[src/rtl/bias_accum_stage.sv]
// Per-lane accumulate-and-bias stage behind the adder trees: adds the bias once per group,
// accumulates partial sums with saturation, and hands the result out over valid/ready.
module bias_accum_stage #(
  parameter int N_adder_tree = 16,
  parameter int W            = 18,
  parameter bit RELU         = 1'b1
) (
  input  logic                      clk,
  input  logic                      rst_n,
  input  logic [N_adder_tree*W-1:0] bias,
  input  logic                      in_valid,
  output logic                      in_ready,
  input  logic [N_adder_tree*W-1:0] in_data,
  input  logic                      in_last,
  output logic                      out_valid,
  input  logic                      out_ready,
  output logic [N_adder_tree*W-1:0] out_data,
  output logic                      out_sat,
  output logic [7:0]                out_passes
);

  localparam int NW = N_adder_tree * W;

  typedef enum logic [1:0] {
    S_IDLE  = 2'd0,
    S_ACCUM = 2'd1,
    S_OUT   = 2'd2
  } state_t;

  state_t state, state_nxt;

  logic [NW-1:0]           acc_q;
  logic [NW-1:0]           out_q;
  logic [NW-1:0]           sum_data;
  logic [NW-1:0]           relu_data;
  logic [N_adder_tree-1:0] lane_ovf;
  logic [7:0]              pass_cnt;
  logic                    sat_flag;
  logic                    accept;
  logic                    release_out;
  logic [W-1:0]            base;
  logic [W-1:0]            lane_res;
  logic [W:0]              wide;

  assign in_ready    = (state != S_OUT);
  assign out_valid   = (state == S_OUT);
  assign accept      = in_valid && in_ready;
  assign release_out = (state == S_OUT) && out_ready;

  assign out_data   = out_q;
  assign out_sat    = sat_flag;
  assign out_passes = pass_cnt;

  always_ff @(posedge clk or negedge rst_n) begin
    if (!rst_n) state <= S_IDLE;
    else        state <= state_nxt;
  end

  always_comb begin
    state_nxt = state;
    case (state)
      S_IDLE, S_ACCUM: if (accept) state_nxt = in_last ? S_OUT : S_ACCUM;
      S_OUT:           if (out_ready) state_nxt = S_IDLE;
      default:         state_nxt = S_IDLE;
    endcase
  end

  // The first beat of a group starts from the bias instead of the (empty) accumulator.
  always_comb begin
    sum_data  = '0;
    relu_data = '0;
    lane_ovf  = '0;
    base      = '0;
    wide      = '0;
    lane_res  = '0;
    for (int i = 0; i < N_adder_tree; i++) begin
      base = (state == S_IDLE) ? bias[W*i +: W] : acc_q[W*i +: W];
      wide = {base[W-1], base} + {in_data[W*i+W-1], in_data[W*i +: W]};
      lane_ovf[i] = wide[W] ^ wide[W-1];
      if (lane_ovf[i])
        lane_res = wide[W] ? {1'b1, {(W-1){1'b0}}} : {1'b0, {(W-1){1'b1}}};
      else
        lane_res = wide[W-1:0];
      sum_data[W*i +: W]  = lane_res;
      relu_data[W*i +: W] = (RELU && lane_res[W-1]) ? '0 : lane_res;
    end
  end

  // The ReLU view is registered alongside the raw accumulator so out_data is a flop output.
  always_ff @(posedge clk or negedge rst_n) begin
    if (!rst_n) begin
      acc_q    <= '0;
      out_q    <= '0;
      pass_cnt <= '0;
      sat_flag <= 1'b0;
    end else if (release_out) begin
      acc_q    <= '0;
      out_q    <= '0;
      pass_cnt <= '0;
      sat_flag <= 1'b0;
    end else if (accept) begin
      acc_q <= sum_data;
      out_q <= relu_data;
      if (state == S_IDLE) begin
        pass_cnt <= 8'd1;
        sat_flag <= |lane_ovf;
      end else begin
        pass_cnt <= (pass_cnt == 8'hFF) ? 8'hFF : pass_cnt + 8'd1;
        sat_flag <= sat_flag | (|lane_ovf);
      end
    end
  end

endmodule

[config.mk]
export PLATFORM = sky130hd
export DESIGN_NAME = bias_accum_stage
export DESIGN_NICKNAME = d
export VERILOG_FILES = /design/src/rtl/bias_accum_stage.sv
export SDC_FILE = /design/constraint.sdc
export NUM_CORES = 2
export LEC_CHECK = 0
export ABC_AREA = 1
export BUFFER_PORTS_ARGS = -buffer_cell sky130_fd_sc_hd__clkbuf_2
export CORE_AREA = 2 2 340 342
export DETAILED_ROUTE_END_ITERATION = 12
export DIE_AREA = 0 0 342 344
export GPL_ROUTABILITY_DRIVEN = 0
export GPL_TIMING_DRIVEN = 1
export HOLD_SLACK_MARGIN = 0.03
export SYNTH_ARGS = -nofsm -noshare
export SYNTH_HDL_FRONTEND = slang
export SYNTH_SLANG_ARGS = --single-unit
[constraint.sdc]
create_clock -name clk -period 3.4 [get_ports clk]
set_input_delay 0.34 -clock clk [delete_from_list [all_inputs] [get_ports clk]]
set_output_delay 0.34 -clock clk [all_outputs]
set_load 0.02 [all_outputs]
# == Word-level counts from Yosys, hierarchy flattened ==
# Index checks and enable logic that the tools add are counted.
# classes
addsub,17
n_eq_ne,6
muxes,79
bitwise,17
n_reduce_logical,7
# op_table
cell,count
two-way mux 288 bit,4
two-way mux 18 bit,48
adder 18 x 18 -> 19 bit,16
two-way mux 17 bit,16
two-way mux 8 bit,4
OR reduction 16 bit,1
bitwise XOR 1 bit,16
adder 8 x 1 -> 8 bit (second input constant),1
equality test 8 bit (second input constant),1
two-way mux 2 bit,3
!= test 2 bit (second input constant),2
case mux 2 bit (2 select lines),1
two-way mux 1 bit,3
equality test 2 x 1 -> 1 bit (second input constant),1
equality test 2 bit (second input constant),1
logical AND 1 bit,2
zero test 2 bit,1
!= test 2 x 1 -> 1 bit (second input constant),1
AND reduction 2 bit,1
nonzero test 2 bit,1
OR reduction 2 bit,1
OR 1 bit,1
# totals
regBits,587
wordCells,131

# == Depth between registers and ports, before layout ==
# depth
word_depth,9
depth_mapped,26
ltp_nobuf,23

# == Worst setup path before layout ==
# No wires, ideal clock.
# synth_path
path_type,flip-flop to flip-flop
start,register state[0]
end,register acc_q[121]
setup_ps,134
arrival_ps,3297
t_required_ps,3266
path_slack_ps,-32
stages_incl_launch_ff,21
n_path_buf,4
synth_period_minus_slack_ps,3432
path_cell_list,dfrtp_1 -> nor2_1 -> clkbuf_1 -> clkbuf_1 -> clkbuf_1 -> nand2_1 -> o21ai_0 -> ha_1 -> inv_1 -> fa_1 -> inv_1 -> nand3_1 -> nand3_2 -> nand2_1 -> nand3_1 -> nand2_4 -> nand2_1 -> nand2_1 -> buf_2 -> o21ai_0 -> o21ai_0
# synth_between
elab_chain_cells,7
word_cells_on_any_way,13
classes_between,add/sub (1); eq/ne (2); mux (5); bitwise (1); reduce/logical (4)
# synth_lines
item,line_no,source
from (decl),30,"state_t state, state_nxt;"
from (signal assigned),56,else state <= state_nxt;
zero test 2 bit,77,base = (state == S_IDLE) ? bias[W*i +: W] : acc_q[W*i +: W];
two-way mux 18 bit,77,
adder 18 x 18 -> 19 bit,78,"wide = {base[W-1], base} + {in_data[W*i+W-1], in_data[W*i +: W]};"
two-way mux 18 bit / bitwise XOR 1 bit (equally long branches),"81, 79",
two-way mux 18 bit,80,if (lane_ovf[i])
two-way mux 288 bit,101,end else if (accept) begin
two-way mux 288 bit,96,end else if (release_out) begin
to (signal assigned),102,acc_q <= sum_data;
to (decl),32,logic [NW-1:0] acc_q;
# Several ways; a longest one is shown, not always the timed one. The select of a mux whose other input is x is not followed.
# A chain may end at the register's enable or synchronous reset.

# == Worst setup path after layout ==
# layout_path
start,register state[0]
end,register acc_q[13]
# The elaborated chain is that of the path after synthesis.

==> flow_summary.json <==
{
  "final_max_slew_viol_count": 0,
  "antenna_found_initial": 54,
  "tightest_slew_ns": 0.9613,
  "drive_gt1_share_pct": 30.52,
  "io_pins": 880,
  "critical-path-top-delay-family": "buffers and inverters",
  "yosysWarningCount": 0,
  "finalSetupTns_ns": -0.05042,
  "final_nets": 7892,
  "stdcell_area_sq_um": 55880,
  "critPathMostFrequentCell": "nand2_1",
  "cp_num_cells": 20,
  "finalSetupViolCount": 2,
  "min_from": "in_data[270]",
  "startpoint": "state[0]$_DFFE_PN0P_",
  "endpoint": "acc_q[13]$_DFFE_PN0P_",
  "max_stage_delay_ns": 0.40,
  "gr-total-overflow": 0,
  "drtIter0Drc": 2434,
  "critPathArrivalTime_ns": 3.92,
  "ys_seq_elements": 571,
  "numPlacedInstances": 8299,
  "clk_latency_ns": 0.64,
  "routed_wirelength_mm": 162.6,
  "clk_pin_slew_worst_paths_ns": 0.06,
  "max_cap_violations": 0,
  "ys_seq_area_share_pct": 35.47,
  "cts_tree": "yes",
  "cts_buffers": 72,
  "reg2reg_setup_slack_ns": -0.03,
  "power_density_nw_per_um2": 927.4,
  "cp_slowest_cell": "dfrtp_1",
  "grt_max_degree": 147,
  "synth_cells": 5598,
  "cts-root-buf": "clkbuf_16",
  "syn_area_per_cell_sq_um": 7.196,
  "dpl.hpwl_mm": 123.9,
  "grt_pass1_vias": 41360,
  "design.die.area_sq_um": 117600,
  "crit_path_end_kind": "flop",
  "async_reset_ff_share_pct": 100.0,
  "cts_buffer_depth": 3,
  "grt_pass1_wl_mm": 235.4,
  "start_util_pct": 35.37,
  "worst-path-buf-inv": 6,
  "synth_area_sq_um": 40280,
  "cts.sinks": 571,
  "path_cells": "nor2_4 > buf_6 > buf_12 > clkbuf_16 > buf_12 > nand2_1 > o21ai_1 > ha_1 > nand2_2 > inv_1 > nand2_1 > nand2_1 > nand2_1 > nand3_2 > a21oi_1 > o21ai_0 > buf_4 > xor2_1 > nor2_1 > o22ai_1",
  "violations": "setup timing",
  "outcome": "complete, but fails checks",
  "syn_to_final_growth_pct": 38.72,
  "place_area_sq_um": 49840,
  "required_ns": 3.89,
  "cp_max_fo": 12,
  "reg2reg_depth": 20,
  "final_hold_viol_count": 0,
  "dieHeight_microns": 344,
  "hold_path.class": "input pin to flop",
  "finClkSkew_ns": 0.03564,
  "stdcell_count": 8585,
  "firstDrtPassIters": 6,
  "finalCriticalPeriod_ns": 3.433,
  "io_buffers": 863,
  "timing.final.ws_setup_ns": -0.03349,
  "maxSlewHeadroom_pct": 35.91,
  "path_class": "flop to flop",
  "core_area_sq_um": 113900,
  "ir_worst_vdd_mv": 0.5244,
  "leakage_nw": 29.55,
  "wl_per_cell_microns": 18.94,
  "rsz0062_at_grt": "yes",
  "ys_types": 51,
  "grt_usage_pct": 25.59,
  "r2r_end": "acc_q[13]$_DFFE_PN0P_",
  "routed_via_density": 5.077,
  "fp.dieW_microns": 342,
  "ys.flop_type": "dfrtp_1",
  "htreeDepth": 3,
  "fp-row-count": 124,
  "timing.fmax_ghz": 0.2912,
  "finalCritPeriodShare_pct": 101.0,
  "ant_nets": 0,
  "r2r_start": "state[0]$_DFFE_PN0P_",
  "cp-start-kind": "flop",
  "synth_edf_count": 0,
  "drc_errors": 0,
  "vias": 43588
}
==> cells in the mapped netlist (all sizes together), types with 3 or more instances <==
cell type | n | area, sq um
nand2 | 1614 | 6146
o21ai | 878 | 4432
inv | 704 | 2643
dfrtp | 571 | 14290
ha | 305 | 3816
a21oi | 285 | 1501
nor2 | 262 | 1016
nand3 | 202 | 1086
o22ai | 134 | 838.3
xor2 | 105 | 919.6
buf | 102 | 644.4
clkbuf | 96 | 360.4
xnor2 | 65 | 569.3
or2 | 55 | 344.1
a31oi | 49 | 306.5
nor3 | 33 | 170.2
o21bai | 31 | 232.7
a21o | 30 | 225.2
fa | 16 | 320.3
nor4 | 12 | 75.07
nand4 | 11 | 68.82
a21boi | 7 | 52.55
and2 | 6 | 40.04
o31ai | 5 | 37.54
a211oi | 3 | 22.52
and3 | 3 | 18.77
nor3b | 3 | 27.52
o211ai | 3 | 22.52
o21a | 3 | 22.52
==> registers in the layout, summed over array words and instances (netlist names) <==
signal and count:
out_sat 1, out_data 272, acc_q 288, out_passes 8, state 2
==> worst min-delay path: stages <==
cell      delay, ns
clkbuf_2       0.08
ha_1           0.12
nor2_1         0.05
o22ai_1        0.10
==> kinds of logic (layout without fill, tap and decap cells) <==
| kind of cell | after synthesis | in the layout | synth area share (%) |
|---|---|---|---|
| simple gates | 2201 | 2202 | 22.32 |
| compound gates | 1431 | 1431 | 19.17 |
| buf+inv | 903 | 2336 | 9.064 |
| flops | 571 | 571 | 35.47 |
| fa+ha+maj | 321 | 321 | 10.27 |
| xor+xnor | 170 | 170 | 3.696 |
| other cells | 1 | 42 | 0.009310 |
==> through the flow <==
step / hold slack [ns] / utilization, % / setup WS (ns) / total power [mW]
5_1_grt: 0.09985 / 49.05 / -0.2625 / 55.76
6_report: 0.09841 / 49.07 / -0.03349 / 51.82
4_1_cts: 0.03468 / 46.36 / -0.04738 / 48.42
3_5_place_dp: 0.3229 / 43.76 / -0.3306 / 39.25
2_1_floorplan: 0.04441 / - / 0.0008822 / 28.36
3_3_place_gp: 0.3191 / 43.76 / -0.2825 / 38.91
==> metal layers <==
metal  GRT usage (%)  share of wire, %  up-vias
met5               0              0.21        -
li1                -                 -    21136
met3           5.919               7.2      388
met4           10.96               4.4       50
met2           42.96                48     1392
met1           31.46                41    20622
==> what timing repair did <==
item,4_1_cts,5_1_grt
hold buffers,5,0
endpoints found under the setup margin,304,545
setup buffers,6,92
gates cloned,3,23
pin swaps,7,172
resized for setup,64,617
endpoints found under the hold margin,39,0
==> placed cells by master (no fill, tap or decap), drive strengths merged, types with 5 or more instances in the layout <==
cell type	n
bufinv	12
a21boi	7
o21ai	878
ha	305
or2	55
and2	6
a21oi	285
inv	705
clkinv	15
nor2	262
buf	613
xnor2	65
nor4	12
nand3	202
a31oi	49
clkbuf	980
conb	16
dfrtp	571
diode	26
o21bai	31
xor2	105
dlygate4sd3	5
fa	16
nand2	1615
a21o	30
nor3	33
o22ai	134
o31ai	5
clkinvlp	6
nand4	11
==> how the worst min path moves through the flow <==
| stage | end | slack (ns) | depth (start not counted) |
|---|---|---|---|
| final | acc_q[270]$_DFFE_PN0P_ | 0.1 | 4 |
| after global routing | acc_q[270]$_DFFE_PN0P_ | 0.1 | 4 |
| after CTS | acc_q[270]$_DFFE_PN0P_ | 0.03 | 4 |
| after detailed placement | acc_q[206]$_DFFE_PN0P_ | 0.32 | 1 |
| after global placement | acc_q[205]$_DFFE_PN0P_ | 0.32 | 1 |
| after floorplan | acc_q[0]$_DFFE_PN0P_ | 0.04 | 0 |
==> layout make-up <==
type | count | area (sq um)
Tap cell | 1512 | 1892
Timing Repair inverter | 2 | 13.76
Clock buffer | 100 | 2120
Inverter | 705 | 2671
Fill cell | 11379 | 58000
Sequential cell | 571 | 14290
Multi-Input combinational cell | 4140 | 23980
Clock inverter | 31 | 499.2
Antenna cell | 26 | 65.06
Timing Repair Buffer | 1498 | 10350
==> report_power, final <==
group          switching [mW]  internal [mW]
sequential               1.34           9.87
clock                    3.25           5.28
combinational            19.1           13.0
total                    23.7           28.2
(Power assumes the default switching activity.)
